$ cat config.mk
export PLATFORM = sky130hd
export DESIGN_NAME = bus_interface_unit
export DESIGN_NICKNAME = d
export VERILOG_FILES = /design/src/rtl/scic_defs_pkg.sv /design/src/rtl/address_region_decoder.sv /design/src/rtl/bus_interface_unit.sv
export SDC_FILE = /design/constraint.sdc
export NUM_CORES = 1
export LEC_CHECK = 0
export BUFFER_PORTS_ARGS = -buffer_cell sky130_fd_sc_hd__clkbuf_2
export CAP_MARGIN = 20
export CELL_PAD_IN_SITES_DETAIL_PLACEMENT = 0
export CELL_PAD_IN_SITES_GLOBAL_PLACEMENT = 2
export CORE_UTILIZATION = 33
export CTS_CLUSTER_DIAMETER = 40
export DETAILED_ROUTE_END_ITERATION = 8
export PLACE_DENSITY_LB_ADDON = 0.1
export SLEW_MARGIN = 20
export SYNTH_ARGS = -nofsm -noshare
export SYNTH_HDL_FRONTEND = slang
export SYNTH_SLANG_ARGS = --single-unit
$ cat constraint.sdc
create_clock -name clock -period 2.7 [get_ports clock]
set_input_delay 0.405 -clock clock [delete_from_list [all_inputs] [get_ports clock]]
set_output_delay 0.405 -clock clock [all_outputs]
set_load 0.02 [all_outputs]
$ cat src/rtl/scic_defs_pkg.sv
// Shared constants for the core bus interface: region bounds, FSM and region encodings.
// Range helper works on 32-bit zero-extended addresses so bounds stay width-independent.
package scic_defs_pkg;

    localparam logic [31:0] ROM_BASE   = 32'h0000_0000;
    localparam logic [31:0] ROM_LIMIT  = 32'h0000_001F;
    localparam logic [31:0] IO_BASE    = 32'h0000_0020;
    localparam logic [31:0] IO_LIMIT   = 32'h0000_003F;
    localparam logic [31:0] RAM_BASE   = 32'h0000_0800;
    localparam logic [31:0] RAM_LIMIT  = 32'h0000_0FFF;

    typedef enum logic [1:0] {
        ST_IDLE   = 2'd0,
        ST_ACCESS = 2'd1,
        ST_WAIT   = 2'd2,
        ST_RESP   = 2'd3
    } bus_state_e;

    typedef enum logic [1:0] {
        REGION_ROM  = 2'd0,
        REGION_IO   = 2'd1,
        REGION_RAM  = 2'd2,
        REGION_NONE = 2'd3
    } region_e;

    function automatic logic in_range(input logic [31:0] a,
                                      input logic [31:0] base,
                                      input logic [31:0] limit);
        return (a >= base) && (a <= limit);
    endfunction

endpackage

$ cat src/rtl/address_region_decoder.sv
// Combinational address decode into ROM/IO/RAM/unmapped plus a writable flag.
// Zero latency, no flow control.
module address_region_decoder
    import scic_defs_pkg::*;
#(
    parameter int ADDR_W = 16
) (
    input  logic [ADDR_W-1:0] addr_i,
    output region_e           region_o,
    output logic              writable_o
);

    logic [31:0] addr_ext;
    assign addr_ext = 32'(addr_i);

    always_comb begin
        region_o = REGION_NONE;
        if (in_range(addr_ext, ROM_BASE, ROM_LIMIT)) begin
            region_o = REGION_ROM;
        end else if (in_range(addr_ext, IO_BASE, IO_LIMIT)) begin
            region_o = REGION_IO;
        end else if (in_range(addr_ext, RAM_BASE, RAM_LIMIT)) begin
            region_o = REGION_RAM;
        end
    end

    assign writable_o = (region_o == REGION_IO) || (region_o == REGION_RAM);

endmodule

$ cat src/rtl/bus_interface_unit.sv
// Single-outstanding core-to-memory bridge; response MEM_LATENCY+1 edges after accept.
// req_ready only in IDLE (no buffering); response held until resp_ready.
module bus_interface_unit
    import scic_defs_pkg::*;
#(
    parameter int MEM_LATENCY = 1,
    parameter int ADDR_W      = 16,
    parameter int DATA_W      = 32
) (
    input  logic              clock,
    input  logic              reset_n,
    input  logic              req_valid,
    output logic              req_ready,
    input  logic              req_we,
    input  logic [ADDR_W-1:0] req_addr,
    input  logic [DATA_W-1:0] req_wdata,
    output logic              resp_valid,
    input  logic              resp_ready,
    output logic [DATA_W-1:0] resp_rdata,
    output logic              resp_err,
    output logic [ADDR_W-1:0] mem_address,
    output logic [DATA_W-1:0] mem_data_in,
    output logic              mem_we,
    input  logic [DATA_W-1:0] mem_data_out,
    output logic [7:0]        err_count
);

    bus_state_e        state_q;
    logic              req_ready_q;
    logic              resp_valid_q;
    logic [DATA_W-1:0] resp_rdata_q;
    logic              resp_err_q;
    logic [ADDR_W-1:0] mem_address_q;
    logic [DATA_W-1:0] mem_data_in_q;
    logic              mem_we_q;
    logic [2:0]        cnt_q;
    logic [7:0]        err_count_q;
    logic              we_q;
    logic              err_q;

    region_e req_region;
    logic    req_writable;

    // Decode the incoming address so the error outcome is fixed at accept time.
    address_region_decoder #(
        .ADDR_W (ADDR_W)
    ) u_decoder (
        .addr_i     (req_addr),
        .region_o   (req_region),
        .writable_o (req_writable)
    );

    always_ff @(posedge clock or negedge reset_n) begin
        if (!reset_n) begin
            state_q       <= ST_IDLE;
            req_ready_q   <= 1'b0;
            resp_valid_q  <= 1'b0;
            resp_rdata_q  <= '0;
            resp_err_q    <= 1'b0;
            mem_address_q <= '0;
            mem_data_in_q <= '0;
            mem_we_q      <= 1'b0;
            cnt_q         <= '0;
            err_count_q   <= '0;
            we_q          <= 1'b0;
            err_q         <= 1'b0;
        end else begin
            unique case (state_q)
                ST_IDLE: begin
                    req_ready_q <= 1'b1;
                    if (req_valid && req_ready_q) begin
                        state_q       <= ST_ACCESS;
                        req_ready_q   <= 1'b0;
                        we_q          <= req_we;
                        mem_address_q <= req_addr;
                        mem_data_in_q <= req_wdata;
                        mem_we_q      <= req_we && req_writable;
                        err_q         <= req_we ? !req_writable : (req_region == REGION_NONE);
                    end
                end
                ST_ACCESS: begin
                    mem_we_q <= 1'b0;
                    cnt_q    <= 3'(MEM_LATENCY);
                    state_q  <= ST_WAIT;
                end
                ST_WAIT: begin
                    if (cnt_q == 3'd1) begin
                        state_q       <= ST_RESP;
                        cnt_q         <= '0;
                        resp_valid_q  <= 1'b1;
                        resp_rdata_q  <= (we_q || err_q) ? '0 : mem_data_out;
                        resp_err_q    <= err_q;
                        mem_address_q <= '0;
                        mem_data_in_q <= '0;
                        if (err_q && (err_count_q != 8'hFF)) begin
                            err_count_q <= err_count_q + 8'd1;
                        end
                    end else begin
                        cnt_q <= cnt_q - 3'd1;
                    end
                end
                ST_RESP: begin
                    if (resp_ready) begin
                        state_q      <= ST_IDLE;
                        req_ready_q  <= 1'b1;
                        resp_valid_q <= 1'b0;
                        resp_rdata_q <= '0;
                        resp_err_q   <= 1'b0;
                    end
                end
                default: state_q <= ST_IDLE;
            endcase
        end
    end

    assign req_ready   = req_ready_q;
    assign resp_valid  = resp_valid_q;
    assign resp_rdata  = resp_rdata_q;
    assign resp_err    = resp_err_q;
    assign mem_address = mem_address_q;
    assign mem_data_in = mem_data_in_q;
    assign mem_we      = mem_we_q;
    assign err_count   = err_count_q;

endmodule

==> impl_metrics.csv, run 1 <==
group,metric,value,unit
clock_network,cts.sinks,99,
logic_synthesis,netlist_area,4449,sq um
die,num_rows,42,
route,viasPerCell,4.618,
global_route,grt_overflow,0,
die,die_w,118.1,um
logic_synthesis,yosys.area.top_type,"dfrtp_1",
setup_path,crit_chain,"inv_1 -> ha_2 -> nor2_1 -> a211oi_4 -> buf_4 -> mux2_2",
timing,skew,5.837,ps
global_route,grt_max_degree,55,
route,wl_per_cell,14.49,um
clock_network,cts_buffers,9,
clock_network,clk_path_buf_depth,2,
setup_path,crit_type,"flop to flop",
timing,tightest_slew,593.6,ps
global_route,grt_pass1_vias,3328,
setup_path,cp.required,2930,ps
power_and_ir_drop,powerDensity,1364,nW/um^2
logic_synthesis,syn_area_per_cell,13.32,sq um
run_status,status,"complete, no violations",
timing,fin_crit,2174,ps
route,drc,0,
die,start_util,0.3373,
die,core,13190,sq um
cells_and_area,fill_cells,1302,
global_route,grtUsageTotal,0.1542,
placement,gp_congestion,0.6911,
route,drt_iter0_drc,81,
setup_path,critical_path_arrival,2400,ps
timing,tns,0,ps
logic_synthesis,async_flop_share,1.000,
cells_and_area,final_cells,692,
global_route,antenna_found_initial,0,
logic_synthesis,yosys_register_bits,99,
route,vias,3196,
cells_and_area,final_util,0.4381,
setup_path,slowest_delay,460,ps
power_and_ir_drop,power_frac_comb,0.525,
placement,io_buffers,176,
die,dieArea,13950,sq um
power_and_ir_drop,netSwitchingFraction,0.4093,
power_and_ir_drop,leakage,0.002965,uW
global_route,grt_pass1_wl,16740,um
power_and_ir_drop,p_int,4656,uW
placement,hpwl,7016,um
setup_path,cp-start-kind,"flop",
cells_and_area,syn_to_final_growth,29.86,%
logic_synthesis,yosysTopAreaCellShare,0.5568,
cells_and_area,diodes,0,
placement,dp.cells,675,
logic_synthesis,seq_area_frac_synth,0.5568,
clock_network,insertion_delay,340,ps
clock_network,ctsRootBufferMaster,"clkbuf_16",
route,drt-total-wl,10030,um
clock_network,post_cts_buffers,0,
logic_synthesis,syn_nets,427,
logic_synthesis,synth_edf_count,0,
clock_network,tritoncts,"done",
logic_synthesis,ys_warn_count,0,
timing,maxSlewHeadroom,0.6043,
clock_network,htree_levels,3,
clock_network,clk_pin_slew,70,ps
timing,slew_violations,0,
setup_path,crit_slowest_cell,"ha_2",
cells_and_area,final_common_cell,"clkbuf_2",
worst_hold_path,hold_path_class,"input port to flop",
global_route,use_met1,0.1922,
global_route,use_met2,0.2511,
power_and_ir_drop,ir_drop,0.5169,mV
setup_path,crit_path_end_kind,"flop",
route,dr.pass1.iters,6,
timing,fin_ws,525.9,ps
timing,hold_viol_final,0,
setup_path,r2r_slack,530,ps
die,die_y,118.1,um
job,drv_cap,0,
power_and_ir_drop,p_sw,3226,uW
timing,min_period_over_period,0.8052,
power_and_ir_drop,p_seq_frac,0.327,
cells_and_area,fin_nets,604,
logic_synthesis,ys.flop_type,"dfrtp_1",
power_and_ir_drop,clockPowerShare,0.148,
logic_synthesis,synth_area_leaders,"dfrtp_1, mux2_2, nor2b_1",
timing,timing.fmax,460.0,MHz
cells_and_area,drive_gt1_frac,0.4942,
global_route,grtUsageMet3,0.05766,
cells_and_area,most-common-layout-cells,"clkbuf_2, dfrtp_1, nor2b_1",
timing,setup_viol,0,
route,final_antenna_net_count,0,
logic_synthesis,synth_cells,334,
logic_synthesis,netlist-cell-type-count,42,
placement,place_ws,318.8,ps
setup_path,worst-path-max-fanout,20,
timing,rsz0062_at_grt,"false",
die,ios,177,
global_route,grt-busiest-layer,"met2",
-- metal layers --
metal	up-vias	part of all wire
li1	1537	-
met1	1555	0.44
met2	99	0.49
met3	5	0.069
met4	0	0.0089
met5	-	0
-- worst max-delay path, delay by kind of cell, from the launching register on --
family | cells | cell delay, ps
adders and majority gates | 1 | 460
buffers and inverters | 2 | 420
AOI/OAI and AO/OA | 1 | 260
muxes | 1 | 360
and+or+nand+nor | 1 | 160
DFF | 1 | 400
-- power by group through the flow --
stage          Sequential [uW]  Clock (uW)  Combinational, uW
2_1_floorplan             3330           0               2410
5_1_grt                   2690        1280               4490
4_1_cts                   2590        1230               4240
3_5_place_dp              2600           0               4220
6_report                  2580        1160               4140
3_3_place_gp              2590           0               4180
-- what timing repair did --
action | 4_1_cts | 5_1_grt
endpoints found under the setup margin | 0 | 0
endpoints found under the hold margin | 20 | 0
gates resized for setup | 0 | 0
hold buffers | 1 | 0
-- worst paths after layout --
check                                       from        endpoint  cells after the start
min in group asynchronous                reset_n  mem_address[7]                      2
worst min-delay path            mem_data_out[21]  resp_rdata[21]                      2
worst max register to register        state_q[0]  mem_data_in[6]                      6
worst max-delay path                  state_q[0]  mem_data_in[6]                      6
worst min register to register     resp_rdata[5]   resp_rdata[5]                      1
max in group asynchronous                reset_n  resp_rdata[26]                      3
-- synthesized netlist by cell type, types with 2 or more instances --
cell / n
buf_12: 2
o21ai_0: 6
buf_2: 7
a211o_1: 2
nand3_1: 2
a22o_1: 34
nor2_1: 7
dfrtp_1: 99
nor2b_1: 50
nand4_1: 5
buf_4: 2
a21oi_1: 3
o211ai_1: 2
clkbuf_1: 6
mux2_2: 34
mux2i_1: 2
nand2b_1: 2
nand2_1: 5
o22ai_1: 2
mux2_4: 20
inv_1: 8
buf_6: 2
and2_1: 3
xnor2_1: 4
ha_1: 8
-- area by class of cell --
cell class / instances / area [sq um] / share of cell area
Sequential cell: 99 / 2477 / 0.4288
Multi-Input combinational cell: 208 / 1817 / 0.3144
Timing Repair Buffer: 185 / 978.4 / 0.1693
Tap cell: 176 / 220.2 / 0.03811
Clock buffer: 13 / 240.2 / 0.04158
Inverter: 8 / 30.03 / 0.005197
Clock inverter: 3 / 15.01 / 0.002599
-- kinds of logic (layout without fill, tap and decap cells) --
family | Yosys count | after routing | share of synthesized area
AOI/OAI and AO/OA | 56 | 56 | 0.1032
xor gates and xnor gates | 4 | 4 | 0.007873
adders and majority gates | 8 | 8 | 0.02250
buffers and inverters | 27 | 209 | 0.03712
DFF | 99 | 99 | 0.5568
muxes | 56 | 56 | 0.1580
and+or+nand+nor | 84 | 84 | 0.1145
-- flip-flops by register name, summed over array words and instances (netlist names) --
signal and cells:
mem_data_in 32, mem_we 1, resp_err 1, resp_valid 1, state_q 2, we_q 1
req_ready 1, cnt_q 3, err_q 1, mem_address 16, err_count 8, resp_rdata 32
-- through the flow --
step / instance area [sq um] / power (uW) / hold WS, ps
after floorplan: 4449 / 5740 / 109.4
after global placement: 5512 / 6768 / 318.4
after detailed placement: 5512 / 6823 / 320.5
after CTS: 5777 / 8058 / 256.5
after global routing: 5778 / 8459 / 262.0
final: 5778 / 7881 / 275.6
(Power assumes the default switching activity.)
==> run 2, diff against run 1 <==
--- a/config.mk
+++ b/config.mk
@@ -9,7 +9,7 @@
 export CAP_MARGIN = 20
 export CELL_PAD_IN_SITES_DETAIL_PLACEMENT = 0
 export CELL_PAD_IN_SITES_GLOBAL_PLACEMENT = 2
-export CORE_UTILIZATION = 33
+export CORE_UTILIZATION = 28
 export CTS_CLUSTER_DIAMETER = 40
 export DETAILED_ROUTE_END_ITERATION = 8
 export PLACE_DENSITY_LB_ADDON = 0.1
==> constraint.sdc (replaced) <==
create_clock -name clock -period 1.9 [get_ports clock]
set_input_delay 0.285 -clock clock [delete_from_list [all_inputs] [get_ports clock]]
set_output_delay 0.285 -clock clock [all_outputs]
set_load 0.02 [all_outputs]
==> run 2 against run 1 <==
Sequential share of layout area fell by 4.2 points. Register-to-register slack worse by 470 ps. Die area grew 18%. Utilization fell by 2.1 points. Total power increased by 66%. Critical endpoint is now mem_address[15].
==> impl_metrics.csv, run 2 (synthesis results as in run 1) <==
group,metric,value,unit
run_status,status,"complete, no violations",
cells_and_area,diodes,0,
placement,dp.cells,729,
setup_path,crit_slowest_cell,"dfrtp_1",
die,dieArea,16400,sq um
setup_path,critical_path_arrival,2090,ps
setup_path,crit_type,"flop to flop",
route,wl_met1,5096,um
setup_path,crit_path_end_kind,"flop",
global_route,grt_overflow,0,
timing,maxSlewHeadroom,0.7076,
clock_network,ctsRootBufferMaster,"clkbuf_16",
global_route,grt_max_degree,45,
timing,timing.fmax,541.6,MHz
job,drv_cap,0,
placement,gp_congestion,0.7341,
worst_hold_path,hold_start,"mem_data_out[25]",
global_route,antenna_found_initial,0,
cells_and_area,final_cells,757,
timing,holdWs,145.8,ps
setup_path,cp_top_family,"buffers and inverters",
worst_hold_path,hold_path_class,"input port to flop",
cells_and_area,fill_cells,1542,
placement,place_ws,-301.5,ps
route,drt_iter0_drc,92,
die,ios,177,
die,num_rows,45,
cells_and_area,most-common-layout-cells,"clkbuf_2, dfrtp_1, nor2b_1",
power_and_ir_drop,leakage,0.003274,uW
clock_network,cts_buffers,9,
setup_path,worst-path-max-fanout,5,
timing,hold_viol_final,0,
clock_network,cts.sinks,99,
setup_path,cp.required,2140,ps
route,dr.pass1.iters,4,
route,final_antenna_net_count,0,
power_and_ir_drop,power,13080,uW
clock_network,clk_path_buf_depth,2,
route,wl_met2,5356,um
global_route,grt_pass1_vias,3531,
cells_and_area,drive_gt1_frac,0.5458,
setup_path,slowest_delay,400,ps
setup_path,startpoint,"state_q[1]",
die,die_y,128.1,um
die,start_util,0.2895,
route,drc,0,
placement,io_buffers,176,
timing,setup_viol,0,
setup_path,crit_buf_inv,3,
power_and_ir_drop,ir_drop,0.7505,mV
timing,min_period_over_period,0.9718,
setup_path,crit_chain,"inv_2 -> ha_4 -> a21boi_4 -> a211oi_4 -> buf_6 -> clkbuf_16 -> mux2_2",
placement,hpwl,7826,um
timing,tightest_slew,438.5,ps
route,drt-total-wl,11390,um
die,die_w,128.1,um
timing,slew_violations,0,
clock_network,insertion_delay,350,ps
cells_and_area,fin_nets,634,
setup_path,r2r_start,"state_q[1]",
route,wl_per_cell,15.04,um
timing,fin_ws,53.50,ps
route,top_layer,"met4",
route,dr_wl_met3,787,um
cells_and_area,final_common_cell,"clkbuf_2",
timing,fin_crit,1846,ps
die,core,15370,sq um
global_route,grt_pass1_wl,17820,um
power_and_ir_drop,powerDensity,2039,nW/um^2
route,viasPerCell,4.470,
clock_network,clk_pin_slew,70,ps
route,vias,3384,
cells_and_area,syn_to_final_growth,44.15,%
clock_network,tritoncts,"done",
global_route,grtUsageTotal,0.1411,
timing,rsz0062_at_grt,"true",
timing,skew,7.061,ps
setup_path,cp-start-kind,"flop",
clock_network,htree_levels,3,
[run 2: metrics by stage]
| stage | TNS [ps] | cell area [sq um] | util |
|---|---|---|---|
| after global routing | -305.4 | 6414 | 0.4173 |
| after detailed placement | -1027 | 5777 | 0.3758 |
| final | 0 | 6414 | 0.4173 |
| after floorplan | -129.7 | 4453 | - |
| after global placement | -434.4 | 5777 | 0.3758 |
| after CTS | 0 | 6116 | 0.3979 |
[run 2: worst paths after layout]
check	to	slack, ps	depth (start not counted)
min in group asynchronous	mem_address[11]	430	2
setup reg to reg	mem_address[15]	50	7
max in group asynchronous	mem_data_in[9]	870	3
setup / recovery	mem_address[15]	50	7
hold reg to reg	resp_rdata[24]	500	1
hold / removal	resp_rdata[25]	150	2
[run 2: timing repair]
action,CTS,global route
endpoints found under the hold margin,26,0
hold buffers,1,0
buffers inserted,2,3
resized for setup,5,32
pin swaps,2,5
cloned,0,6
endpoints found under the setup margin,43,82
[run 2: final cells by class]
| cell class | instances | area (sq um) | share of cell area |
|---|---|---|---|
| well taps | 211 | 264.0 | 0.04116 |
| repair buffers | 215 | 1389 | 0.2165 |
| flip-flops and latches | 99 | 2477 | 0.3863 |
| clock buffers | 10 | 239.0 | 0.03726 |
| multi-input cells | 208 | 1949 | 0.3039 |
| inverters | 8 | 30.03 | 0.004682 |
| clock inverters | 6 | 65.06 | 0.01014 |
[run 2: where the power goes]
group | internal [uW] | switching, uW | total [uW]
logic | 3850 | 3660 | 7510
clock network | 1060 | 813 | 1870
registers | 3100 | 592 | 3700
total | 8010 | 5070 | 13100
[run 2: routing by layer]
metal  up-vias  global-route usage
met3         8             0.05092
met5         -                   0
met4         0             0.04983
li1       1603                   -
met2       101              0.2286
met1      1672              0.1730
